`src/rtl/cache_bus_requester_pkg.sv`:
```
// Shared bus/crossbar types for the cache bus requester.
//   NUM_CPUS       : number of CPUs; destination NUM_CPUS addresses memory
//   XLEN           : line address width
//   CACHELINE_SIZE : cache line width in bits
//   bus_tx_t       : snoop-bus transaction kind
//   bus_msg_t      : snoop-bus broadcast message
//   xbar_msg_t     : crossbar data message (fills and writebacks)
package cache_bus_requester_pkg;

  localparam int NUM_CPUS       = 4;
  localparam int XLEN           = 32;
  localparam int CACHELINE_SIZE = 64;
  // One extra id so that memory (id NUM_CPUS) is addressable.
  localparam int ID_W           = $clog2(NUM_CPUS + 1);

  typedef enum logic [2:0] {
    BUS_RD    = 3'd0,
    BUS_RDX   = 3'd1,
    BUS_UPG   = 3'd2,
    BUS_FLUSH = 3'd3
  } bus_tx_t;

  typedef struct packed {
    logic             valid;
    bus_tx_t          bus_tx;
    logic [XLEN-1:0]  addr;
    logic [ID_W-1:0]  source;
  } bus_msg_t;

  typedef struct packed {
    logic                      valid;
    logic [XLEN-1:0]           addr;
    logic [CACHELINE_SIZE-1:0] data;
    logic [ID_W-1:0]           destination;
  } xbar_msg_t;

  // Encodings outside the defined set behave as an upgrade (no data moved).
  function automatic bus_tx_t norm_tx(input bus_tx_t t);
    case (t)
      BUS_RD, BUS_RDX, BUS_FLUSH: return t;
      default:                    return BUS_UPG;
    endcase
  endfunction

endpackage

```
`src/rtl/cache_bus_requester.sv`:
```
// Cache-side bus requester: accepts one miss/upgrade/writeback request from
// the cache controller, arbitrates for the snoop bus, broadcasts the message,
// and for reads waits (with timeout) for the fill data on the crossbar.
//   clk, rst              : clock, synchronous active-high reset
//   req_valid/req_ready   : request handshake (ready only when idle)
//   req_tx/addr/data      : transaction kind, line address, writeback data
//   bus_req/bus_gnt       : bus arbiter handshake
//   bus_msg               : snoop-bus broadcast, valid for one cycle
//   xbar_in               : fill data returned from memory or a peer
//   xbar_out              : writeback data to memory (Bus_Flush only)
//   resp_valid/data/err   : one-cycle completion, fill data, timeout flag
module cache_bus_requester
  import cache_bus_requester_pkg::*;
#(
  parameter int CPU_ID  = 0,
  parameter int TIMEOUT = 16
) (
  input  logic                      clk,
  input  logic                      rst,
  input  logic                      req_valid,
  output logic                      req_ready,
  input  bus_tx_t                   req_tx,
  input  logic [XLEN-1:0]           req_addr,
  input  logic [CACHELINE_SIZE-1:0] req_data,
  output logic                      bus_req,
  input  logic                      bus_gnt,
  output bus_msg_t                  bus_msg,
  input  xbar_msg_t                 xbar_in,
  output xbar_msg_t                 xbar_out,
  output logic                      resp_valid,
  output logic [CACHELINE_SIZE-1:0] resp_data,
  output logic                      resp_err
);

  localparam int              CNT_W  = (TIMEOUT < 2) ? 1 : $clog2(TIMEOUT);
  localparam logic [ID_W-1:0] SELF   = ID_W'(CPU_ID);
  localparam logic [ID_W-1:0] MEM_ID = ID_W'(NUM_CPUS);

  typedef enum logic [2:0] {
    IDLE,
    ARB,
    ISSUE,
    WAIT_DATA,
    DONE
  } state_t;

  state_t                    state, state_nxt;
  bus_tx_t                   tx_q;
  logic [XLEN-1:0]           addr_q;
  logic [CACHELINE_SIZE-1:0] data_q;
  logic [CNT_W-1:0]          wait_cnt;
  logic                      rsp_match;
  logic                      timeout_hit;
  logic                      is_read;

  assign req_ready   = (state == IDLE);
  assign is_read     = (tx_q == BUS_RD) || (tx_q == BUS_RDX);
  assign rsp_match   = xbar_in.valid && (xbar_in.destination == SELF) &&
                       (xbar_in.addr == addr_q);
  assign timeout_hit = (wait_cnt == CNT_W'(TIMEOUT - 1));

  always_comb begin
    state_nxt = state;
    case (state)
      IDLE:      if (req_valid) state_nxt = ARB;
      ARB:       if (bus_gnt) state_nxt = ISSUE;
      ISSUE:     state_nxt = is_read ? WAIT_DATA : DONE;
      // A match on the last wait cycle still completes with data.
      WAIT_DATA: if (rsp_match || timeout_hit) state_nxt = DONE;
      DONE:      state_nxt = IDLE;
      default:   state_nxt = IDLE;
    endcase
  end

  // Every output is registered from the next-state decode so it lines up
  // with the state it belongs to.
  always_ff @(posedge clk) begin
    if (rst) begin
      state      <= IDLE;
      tx_q       <= BUS_RD;
      addr_q     <= '0;
      data_q     <= '0;
      wait_cnt   <= '0;
      bus_req    <= 1'b0;
      bus_msg    <= '0;
      xbar_out   <= '0;
      resp_valid <= 1'b0;
      resp_data  <= '0;
      resp_err   <= 1'b0;
    end else begin
      state <= state_nxt;

      if (state == IDLE && req_valid) begin
        tx_q   <= norm_tx(req_tx);
        addr_q <= req_addr;
        data_q <= req_data;
      end

      if (state == ISSUE) begin
        wait_cnt <= '0;
      end else if (state == WAIT_DATA) begin
        wait_cnt <= wait_cnt + 1'b1;
      end

      bus_req <= (state_nxt == ARB);

      bus_msg  <= '0;
      xbar_out <= '0;
      if (state_nxt == ISSUE) begin
        bus_msg.valid  <= 1'b1;
        bus_msg.bus_tx <= tx_q;
        bus_msg.addr   <= addr_q;
        bus_msg.source <= SELF;
        if (tx_q == BUS_FLUSH) begin
          xbar_out.valid       <= 1'b1;
          xbar_out.addr        <= addr_q;
          xbar_out.data        <= data_q;
          xbar_out.destination <= MEM_ID;
        end
      end

      resp_valid <= (state_nxt == DONE);
      resp_data  <= '0;
      resp_err   <= 1'b0;
      if (state == WAIT_DATA) begin
        if (rsp_match) begin
          resp_data <= xbar_in.data;
        end else if (timeout_hit) begin
          resp_err <= 1'b1;
        end
      end
    end
  end

endmodule

```
`config.mk`:
```
export PLATFORM = sky130hd
export DESIGN_NAME = cache_bus_requester
export DESIGN_NICKNAME = d
export VERILOG_FILES = /design/src/rtl/cache_bus_requester_pkg.sv /design/src/rtl/cache_bus_requester.sv
export SDC_FILE = /design/constraint.sdc
export NUM_CORES = 1
export LEC_CHECK = 0
export BUFFER_PORTS_ARGS = -buffer_cell sky130_fd_sc_hd__buf_4
export CAP_MARGIN = 5
export CORE_MARGIN = 1.5
export CORE_UTILIZATION = 32
export DETAILED_ROUTE_END_ITERATION = 6
export SLEW_MARGIN = 10
export SYNTH_ARGS = -nofsm -noshare
export SYNTH_HDL_FRONTEND = slang
export SYNTH_SLANG_ARGS = --single-unit
```
`constraint.sdc`:
```
create_clock -name clk -period 1.9 [get_ports clk]
set_clock_uncertainty 0.1 [all_clocks]
set_input_delay 0.38 -clock clk [delete_from_list [all_inputs] [get_ports clk]]
set_output_delay 0.38 -clock clk [all_outputs]
set_load 0.02 [all_outputs]
```
==> impl_metrics.csv, run 1 <==
group,metric,value,unit
final_layout,syn_to_final_growth,58.6,%
logic_synthesis,yosys_warnings,0,
clock_tree,cts_tree,"yes",
grt,grt_pass1_wl,43300,um
hold_path,worst_hold_path_type,"input pin to register",
critical_path,cp-start-kind,"register",
logic_synthesis,ys_seq_area_share,63.7,%
critical_path,worst-path-max-fanout,8,
run,drv_cap,0,
power,clkPwrFrac,43.5,%
detailed_routing,ant_nets,0,
critical_path,r2r-end,"resp_data[16]",
power,pwr-share-comb,9.4,%
power,p_sw,3250,uW
timing,layout_setup_ws,-0.175,ns
timing,rsz0062_at_grt,"true",
run_status,status,"finished, violations left",
floorplanning,ioPinCount,410,
timing,tns,-9.98,ns
power,switching_share,22.7,%
final_layout,nets,1662,
detailed_routing,vias,8060,
critical_path,cp-end-kind,"register",
final_layout,final_common_cell,"buf_4",
power,p_int,11000,uW
logic_synthesis,syn_area,9610,sq um
floorplanning,chipHeight,176,um
critical_path,arrival,2.42,ns
floorplanning,start_util,32.4,%
detailed_routing,routed_via_density,4.30,
timing,worst_pin_slew,0.812,ns
grt,antenna_found_initial,5,
logic_synthesis,synth_edf_count,0,
timing,period_needed,2.08,ns
clock_tree,clockBufferDepth,3,
clock_tree,cts_made_buffers,34,
timing,hold_violations,0,
detailed_routing,drc,0,
run_status,violations,"negative setup slack",
timing,slew_headroom,45.9,%
placement,post-place-ws,-0.387,ns
logic_synthesis,syn_inst,956,
critical_path,cp_slowest_stage_delay,0.33,ns
clock_tree,ctsHtreeMaxLevel,2,
final_layout,layout_common_cells,"444 x buf_4, 301 x dfxtp_1, 203 x nand2_1",
grt,gr-total-overflow,0,
clock_tree,cts-root-buf,"clkbuf_16",
critical_path,crit_buf_inv,3,
power,leakage,0.00700,uW
floorplanning,coreArea,29600,sq um
critical_path,cp_slowest_cell,"dfxtp_1",
placement,gp_congestion,0.775,
timing,fin_crit_sh,109,%
hold_path,hold_end,"addr_q[7]",
clock_tree,cts_sinks,306,
power,power,14300,uW
placement,port_buffers,404,
detailed_routing,drtPass1Iterations,4,
power,power.density,937,nW/um^2
logic_synthesis,synth_cell_type_count,32,
detailed_routing,drt_iter0_drc,197,
detailed_routing,drt_wl_total,30300,um
critical_path,path_cells,"xor2_1 > nor4_2 > buf_4 > nand4_1 > nor4_4 > buf_6 > clkbuf_16 > and2_4",
critical_path,critical-path-top-delay-family,"simple AND/OR/NAND/NOR gates",
floorplanning,row_count,63,
timing,clock.fmax,482,MHz
logic_synthesis,synth-async-reset-ratio,0,%
hold_path,hold_depth,3,
grt,grt_max_degree,70,
timing,drv_slew,0,
floorplanning,dieArea,31100,sq um
clock_tree,clk_latency,0.50,ns
critical_path,reg2reg_slack,-0.18,ns
clock_tree,clk_pin_slew,0.06,ns
grt,track_usage,18.1,%
critical_path,rr_startpoint,"addr_q[2]",
critical_path,r2r_cells,8,
power,vdd_drop_max,791,uV
critical_path,cp.required,2.24,ns
placement,dp_hpwl,20500,um
hold_path,hp-start,"req_addr[7]",
logic_synthesis,synth.avg_cell_area,10.1,sq um
grt,first_global_vias,7805,
detailed_routing,avgRoutedWirePerCell,16.2,um
floorplanning,die_w,176,um
logic_synthesis,synth_seq_cells,306,
power,seqPwrFrac,47.1,%
timing,setup_violations,64,
final_layout,drive_gt1_share,39.6,%
critical_path,path_class,"register to register",
logic_synthesis,synth_flop_cell,"dfxtp_1",
[synthesized netlist by cell type, types with 5 or more instances]
cell type,instances,share of area [%]
nand3_1,5,0.26
xor2_1,29,2.6
nor4_1,9,0.59
and2_2,54,4.2
nand2_1,204,8.0
clkbuf_2,8,0.42
nor2_1,8,0.31
buf_4,7,0.55
buf_2,8,0.42
dfxtp_1,306,64
clkbuf_1,36,1.4
nor3_1,8,0.42
and2_1,142,9.2
a21oi_1,101,5.3
[registers in the layout, indices dropped and copies added (netlist names)]
register and count:
addr_q 32, bus_msg 36, bus_req 1, data_q 64, resp_data 64, resp_err 1
resp_valid 1, state 3, tx_q 3, wait_cnt 4, xbar_out 97
[area by class of cell]
| class | instances | area, sq um |
|---|---|---|
| multi-input combinational | 591 | 3310 |
| inverter | 2 | 7.51 |
| fill | 2768 | 14400 |
| sequential | 306 | 6130 |
| tap | 390 | 488 |
| clock buffer | 52 | 1030 |
| antenna | 5 | 12.5 |
| timing repair buffer | 523 | 4230 |
| clock inverter | 5 | 31.3 |
[worst reg2reg max path, delay by kind of cell (launching register included)]
family / cells / cell delay [ns]
simple gates: 4 / 0.86
buf+inv: 3 / 0.56
xor+xnor: 1 / 0.17
flops: 1 / 0.33
[kinds of logic (layout without fill, tap and decap cells)]
logic type / after synthesis / after routing / synth area share [%]
AOI/OAI and AO/OA: 108 / 108 / 5.73
xor gates and xnor gates: 32 / 32 / 2.92
adders and majority gates: 1 / 1 / 0.130
buffers and inverters: 63 / 582 / 2.94
DFF: 306 / 306 / 63.7
muxes: 2 / 2 / 0.208
other: 1 / 10 / 0.0390
and+or+nand+nor: 443 / 443 / 24.3
[metal layers]
layer	up-vias	track usage (%)	share of wire (%)
li1	4005	-	-
met1	3702	19.5	37
met2	289	31.7	50
met3	64	6.01	8.2
met4	0	8.76	3.8
met5	-	0	0
[what timing repair did]
item                                    4_1_cts  5_1_grt
resized for setup                             8       34
setup buffers                                 1        3
endpoints found under the hold margin        64        0
endpoints found under the setup margin       70       70
cloned                                        0        5
pin swaps                                     1       25
hold buffers                                 64        0
[worst max-delay path by stage]
stage / end / cells past startpoint / startpoint
final: resp_data[16] / 8 / addr_q[2]
after CTS: resp_data[59] / 6 / addr_q[28]
after detailed placement: resp_data[55] / 7 / xbar_in[95]
after global placement: resp_data[15] / 8 / xbar_in[72]
after floorplan: resp_data[34] / 6 / xbar_in[97]
after global routing: resp_data[34] / 8 / addr_q[2]
[per-stage QoR]
step           hold WS [ns]  instance area (sq um)  std cells  util [%]
4_1_cts             0.00619                  15100       1861      50.8
6_report             0.0257                  15200       1874      51.4
2_1_floorplan         0.330                   9640        960         -
3_5_place_dp          0.338                  13300       1739      44.9
3_3_place_gp          0.333                  13300       1739      44.9
5_1_grt              0.0154                  15200       1874      51.4
[power groups by stage]
stage / logic, uW / registers, uW / clock network (uW)
after floorplan: 551 / 6850 / 0
after global placement: 1210 / 6850 / 0
after detailed placement: 1220 / 6860 / 0
after CTS: 1350 / 6720 / 6400
after global routing: 1480 / 6750 / 6670
final: 1350 / 6720 / 6210
Note: power is estimated with default switching activity, not from simulation.
==> run 2, diff against run 1 <==
CORE_AREA = 2 2 159 161   (was default)
CORE_MARGIN = default   (was 1.5)
CORE_UTILIZATION = default   (was 32)
DIE_AREA = 0 0 161 163   (was default)
PLACE_DENSITY = 0.7   (was default)
SETUP_SLACK_MARGIN = 0.2   (was default)
==> run 2 against run 1 <==
  * The flow still finishes with violations (negative setup slack)
  * Combinational power is 69% higher
  * Design area is 19% higher
  * Power is 11% higher
  * Hold slack worse by 0.0083 ns
  * Largest power group is now the clock network
==> impl_metrics.csv, run 2 (synthesized netlist as in run 1, its figures left out) <==
group,metric,value,unit
final_layout,regMostFlops,"xbar_out",
floorplanning,coreArea,24700,sq um
placement,port_buffers,404,
placement,post-place-ws,-0.480,ns
run_status,violations,"negative setup slack",
detailed_routing,wl_met1,14500,um
power,vdd_drop_max,812,uV
floorplanning,start_util,39.0,%
detailed_routing,routed_via_density,4.78,
final_layout,final_core_util,73.8,%
detailed_routing,wl_met2,21400,um
critical_path,arrival,2.69,ns
detailed_routing,drc,0,
timing,drv_slew,0,
clock_tree,cts_made_buffers,31,
timing,fin_crit_sh,121,%
floorplanning,die_w,161,um
final_layout,final_common_cell,"buf_4",
floorplanning,ioPinCount,410,
placement,gp_congestion,0.873,
critical_path,cp-start-kind,"register",
critical_path,worst-path-max-fanout,8,
timing,hold_violations,0,
detailed_routing,dr_wl_met3,2790,um
grt,first_global_vias,8790,
detailed_routing,avgRoutedWirePerCell,20.8,um
clock_tree,clockBufferDepth,3,
timing,slew_headroom,22.5,%
grt,grt_max_degree,70,
final_layout,multiInputGateArea,4430,sq um
final_layout,n_fill_cell,1613,
power,leakage,0.00842,uW
grt,track_usage,24.4,%
timing,clock.fmax,434,MHz
critical_path,cp-end-kind,"register",
grt,gr-total-overflow,0,
clock_tree,cts_tree,"yes",
grt,antenna_found_initial,2,
grt,grt_pass1_wl,49500,um
timing,layout_setup_ws,-0.403,ns
clock_tree,cts-root-buf,"clkbuf_16",
final_layout,drive_gt1_share,53.6,%
placement,dpl_cell_area,13200,sq um
timing,rsz0062_at_grt,"true",
clock_tree,clk_latency,0.55,ns
power,power.density,867,nW/um^2
clock_tree,clk_pin_slew,0.07,ns
timing,worst_pin_slew,1.16,ns
run,drv_cap,0,
final_layout,largest_register_ffs,97,
run_status,status,"finished, violations left",
detailed_routing,drt_wl_total,40600,um
critical_path,path_class,"register to register",
detailed_routing,ant_nets,0,
detailed_routing,highest_layer,"met4",
hold_path,worst_hold_path_type,"input pin to register",
final_layout,syn_to_final_growth,89.5,%
critical_path,cp.required,2.28,ns
detailed_routing,drtPass1Iterations,4,
detailed_routing,vias,9322,
floorplanning,chipHeight,163,um
timing,setup_violations,69,
placement,dp_hpwl,20400,um
clock_tree,cts_sinks,306,
floorplanning,row_count,58,
clock_tree,ctsHtreeMaxLevel,1,
final_layout,layout_common_cells,"443 x buf_4, 298 x dfxtp_1, 158 x dlygate4sd3_1",
final_layout,top_regs,"xbar_out x97, data_q x64, resp_data x64",
detailed_routing,drt_iter0_drc,420,
final_layout,nets,1800,
final_layout,regArea,6140,sq um
final_layout,stdcell_area,18200,sq um
timing,period_needed,2.30,ns
floorplanning,dieArea,26200,sq um
==> run 2: area by class of cell <==
| class | instances | area share, % |
|---|---|---|
| clock buffers | 39 | 4.70 |
| inverters | 2 | 0.0412 |
| flip-flops and latches | 306 | 33.7 |
| multi-input cells | 592 | 24.3 |
| well taps | 330 | 2.27 |
| repair buffers | 663 | 33.4 |
| diodes | 2 | 0.0275 |
| clock inverters | 18 | 1.54 |
==> run 2: routing by layer <==
layer / track usage (%) / vias to the layer above
li1: - / 4305
met5: 0 / -
met4: 10.2 / 0
met1: 27.2 / 4497
met3: 6.09 / 111
met2: 44.3 / 409
==> run 2: final timing paths <==
path | start | to | slack (ns) | cells after the start
worst max-delay path | addr_q[12] | resp_data[33] | -0.40 | 9
worst min register to register | data_q[52] | xbar_out[55] | 0.35 | 1
worst min-delay path | req_addr[8] | addr_q[8] | 0.02 | 3
worst max register to register | addr_q[12] | resp_data[33] | -0.40 | 9
==> run 2: per-stage QoR <==
step	hold WS, ns	total power [uW]	TNS (ns)	instances
3_3_place_gp	0.334	8040	-29.03	1672
3_5_place_dp	0.340	8060	-31.64	1672
2_1_floorplan	0.330	7420	0	960
5_1_grt	0.00887	16300	-28.97	1952
4_1_cts	0.00238	15100	-11.90	1905
6_report	0.0175	15800	-23.40	1952
==> run 2: what timing repair did <==
| action | CTS | global route |
|---|---|---|
| endpoints found under the hold margin | 158 | 0 |
| setup endpoints to repair | 167 | 227 |
| buffers inserted | 11 | 19 |
| cloned | 7 | 26 |
| pin swaps | 37 | 212 |
| hold buffers | 158 | 0 |
| gates resized for setup | 53 | 355 |
==> run 2: where the power goes <==
group / internal [uW] / switching [uW] / leakage [uW]
clock network: 4130 / 2640 / 0.000541
logic: 1170 / 1110 / 0.00540
registers: 6610 / 133 / 0.00248
==> run 2: worst max-delay path, stage by stage (launching register included) <==
cell       delay, ns
dfxtp_4         0.37
xor2_4          0.17
nor4_4          0.35
buf_4           0.16
nand4_1         0.11
buf_6           0.16
nor4_4          0.30
buf_6           0.21
clkbuf_16       0.17
and2_1          0.14
==> run 3, diff against run 2 <==
BUFFER_PORTS_ARGS = default   (was -buffer_cell sky130_fd_sc_hd__buf_4)
CORE_AREA = 2 2 161 163   (was 2 2 159 161)
DIE_AREA = 0 0 163 165   (was 0 0 161 163)
DONT_BUFFER_PORTS = 1   (was default)
PLACE_DENSITY = default   (was 0.7)
==> run 3 against run 2 <==
  * The flow finishes with violations (negative hold slack, negative setup slack)
  * Sequential share of layout area increased by 13 points
  * Design area is 28% lower
  * Register-to-register slack better by 0.22 ns
  * Cell count decreased by 26%
  * Largest cell class unchanged
  * Core utilization fell by 22 points
  * Sequential power is essentially flat
==> impl_metrics.csv, run 3 (synthesized netlist as in run 1, its figures left out) <==
group,metric,value,unit
timing,layout_setup_ws,-0.178,ns
power,p_int,11000,uW
final_layout,drive_gt1_share,27.5,%
floorplanning,die_w,163,um
final_layout,final_common_cell,"dfxtp_1",
grt,track_usage,19.6,%
critical_path,path_class,"register to register",
floorplanning,dieArea,26900,sq um
final_layout,stdcell_area,13100,sq um
critical_path,cp_common_cell,"buf_6",
final_layout,regArea,6140,sq um
critical_path,cp_slowest_cell,"dfxtp_2",
detailed_routing,drt_wl_total,30000,um
timing,drv_slew,0,
run,drv_cap,0,
critical_path,rr_startpoint,"addr_q[28]",
timing,hold_ws,-0.201,ns
final_layout,syn_to_final_growth,36.3,%
power,vdd_drop_max,627,uV
critical_path,startpoint,"addr_q[28]",
placement,dpl_cell_area,10200,sq um
power,clkPwrFrac,44.8,%
power,power.density,1080,nW/um^2
final_layout,largest_register_ffs,97,
critical_path,path_cells,"xor2_1 > nor4_2 > buf_4 > nand4_1 > buf_6 > nor4_4 > buf_6 > clkbuf_16 > and2_2",
detailed_routing,drtPass1Iterations,5,
floorplanning,ioPinCount,410,
detailed_routing,drt_iter0_drc,312,
final_layout,n_fill_cell,2202,
timing,rsz0062_at_grt,"true",
grt,grt_max_degree,108,
critical_path,cp-endpoint,"resp_data[35]",
grt,grt_pass1_wl,39500,um
critical_path,worst-path-max-fanout,16,
power,switching_share,22.6,%
critical_path,cp-start-kind,"register",
power,pwr-share-comb,7.6,%
hold_path,worst_hold_path_type,"input pin to register",
final_layout,layout_common_cells,"299 x dfxtp_1, 200 x nand2_1, 101 x a21oi_1",
critical_path,r2r-end,"resp_data[35]",
clock_tree,clk_latency,0.55,ns
clock_tree,cts_sinks,306,
clock_tree,cts_made_buffers,31,
clock_tree,cts_tree,"yes",
final_layout,regMostFlops,"xbar_out",
detailed_routing,ant_nets,0,
final_layout,nets,1283,
floorplanning,coreArea,25000,sq um
timing,setup_violations,68,
power,p_sw,3210,uW
detailed_routing,vias,6805,
critical_path,cp_slowest_stage_delay,0.32,ns
timing,hold_violations,106,
clock_tree,clockBufferDepth,3,
floorplanning,chipHeight,165,um
critical_path,r2r_cells,9,
run_status,status,"finished, violations left",
grt,first_global_vias,6633,
timing,period_needed,2.08,ns
power,leakage,0.00536,uW
detailed_routing,routed_via_density,4.74,
final_layout,top_regs,"xbar_out x97, data_q x64, resp_data x64",
power,seqPwrFrac,47.6,%
clock_tree,cts-root-buf,"clkbuf_16",
floorplanning,row_count,58,
placement,dp_hpwl,18400,um
timing,fin_crit_sh,109,%
run_status,violations,"negative hold slack, negative setup slack",
timing,clock.fmax,481,MHz
clock_tree,holdBufCountCts,68,
floorplanning,start_util,38.4,%
critical_path,cp-end-kind,"register",
clock_tree,clk_pin_slew,0.06,ns
clock_tree,ctsHtreeMaxLevel,1,
critical_path,cp.required,2.29,ns
critical_path,arrival,2.47,ns
placement,port_buffers,0,
grt,antenna_found_initial,2,
placement,post-place-ws,-0.330,ns
grt,gr-total-overflow,0,
final_layout,multiInputGateArea,3540,sq um
detailed_routing,avgRoutedWirePerCell,20.9,um
placement,gp_congestion,0.878,
detailed_routing,drc,0,
critical_path,reg2reg_slack,-0.18,ns
==> run 3: cell types whose count changed in the layout (fill, tap and decap cells not counted), sizes merged <==
cell and delta:
and3b -1, bufinv -3, clkinvlp -3, inv +1
dlygate4sd3 -91, buf -419
==> run 3: metrics by stage <==
stage                     TNS [ns]  power [uW]  util [%]  instances
after floorplan                  0        7420         -        960
after global placement      -23.76        7670      40.6       1268
after detailed placement    -19.63        7690      40.6       1268
after CTS                    -9.58       14200      49.4       1412
after global routing        -18.23       14800      52.3       1436
final                        -9.61       14200      52.3       1436
==> run 3: cell type report <==
type | instances | area share [%]
clock inverter | 13 | 1.38
antenna | 2 | 0.0382
tap | 330 | 3.15
inverter | 2 | 0.0573
clock buffer | 45 | 6.94
sequential | 306 | 46.9
multi-input combinational | 591 | 27.0
timing repair buffer | 147 | 14.5
==> run 3: what timing repair did <==
| item | 4_1_cts | 5_1_grt |
|---|---|---|
| endpoints found under the setup margin | 149 | 178 |
| setup buffers | 12 | 8 |
| hold endpoints to repair | 172 | 106 |
| resized for setup | 38 | 111 |
| pin swaps | 19 | 32 |
| gates cloned | 6 | 15 |
==> run 3: power by group through the flow <==
stage	Sequential, uW	Combinational, uW	Clock (uW)
2_1_floorplan	6850	569	0
3_3_place_gp	6880	791	0
3_5_place_dp	6890	802	0
4_1_cts	6750	957	6510
5_1_grt	6780	1190	6810
6_report	6760	1080	6370
==> run 3: how the worst min path moves through the flow <==
stage | startpoint | to | cells past startpoint
detailed placement | data_q[15] | data_q[15] | 2
floorplan | data_q[7] | xbar_out[10] | 1
global route | rst | data_q[14] | 1
global placement | data_q[14] | data_q[14] | 2
finish | rst | data_q[18] | 1
CTS | rst | data_q[9] | 1
==> run 3: metal layers <==
layer  GRT usage [%]  vias to the layer above  part of all wire, %  routed length, um
li1                -                     3262                    -                  -
met1            21.2                     3174                   37              11000
met2            35.5                      313                   52              15500
met3            6.15                       56                  8.2               2470
met4            8.25                        0                  3.4               1020
met5               0                        -                    0                  0
==> run 3: critical path, delay by kind of cell, from the launching register on <==
kind / cells / cell delay (ns)
buffers and inverters: 4 / 0.68
DFF: 1 / 0.32
and+or+nand+nor: 4 / 0.77
xor gates and xnor gates: 1 / 0.15
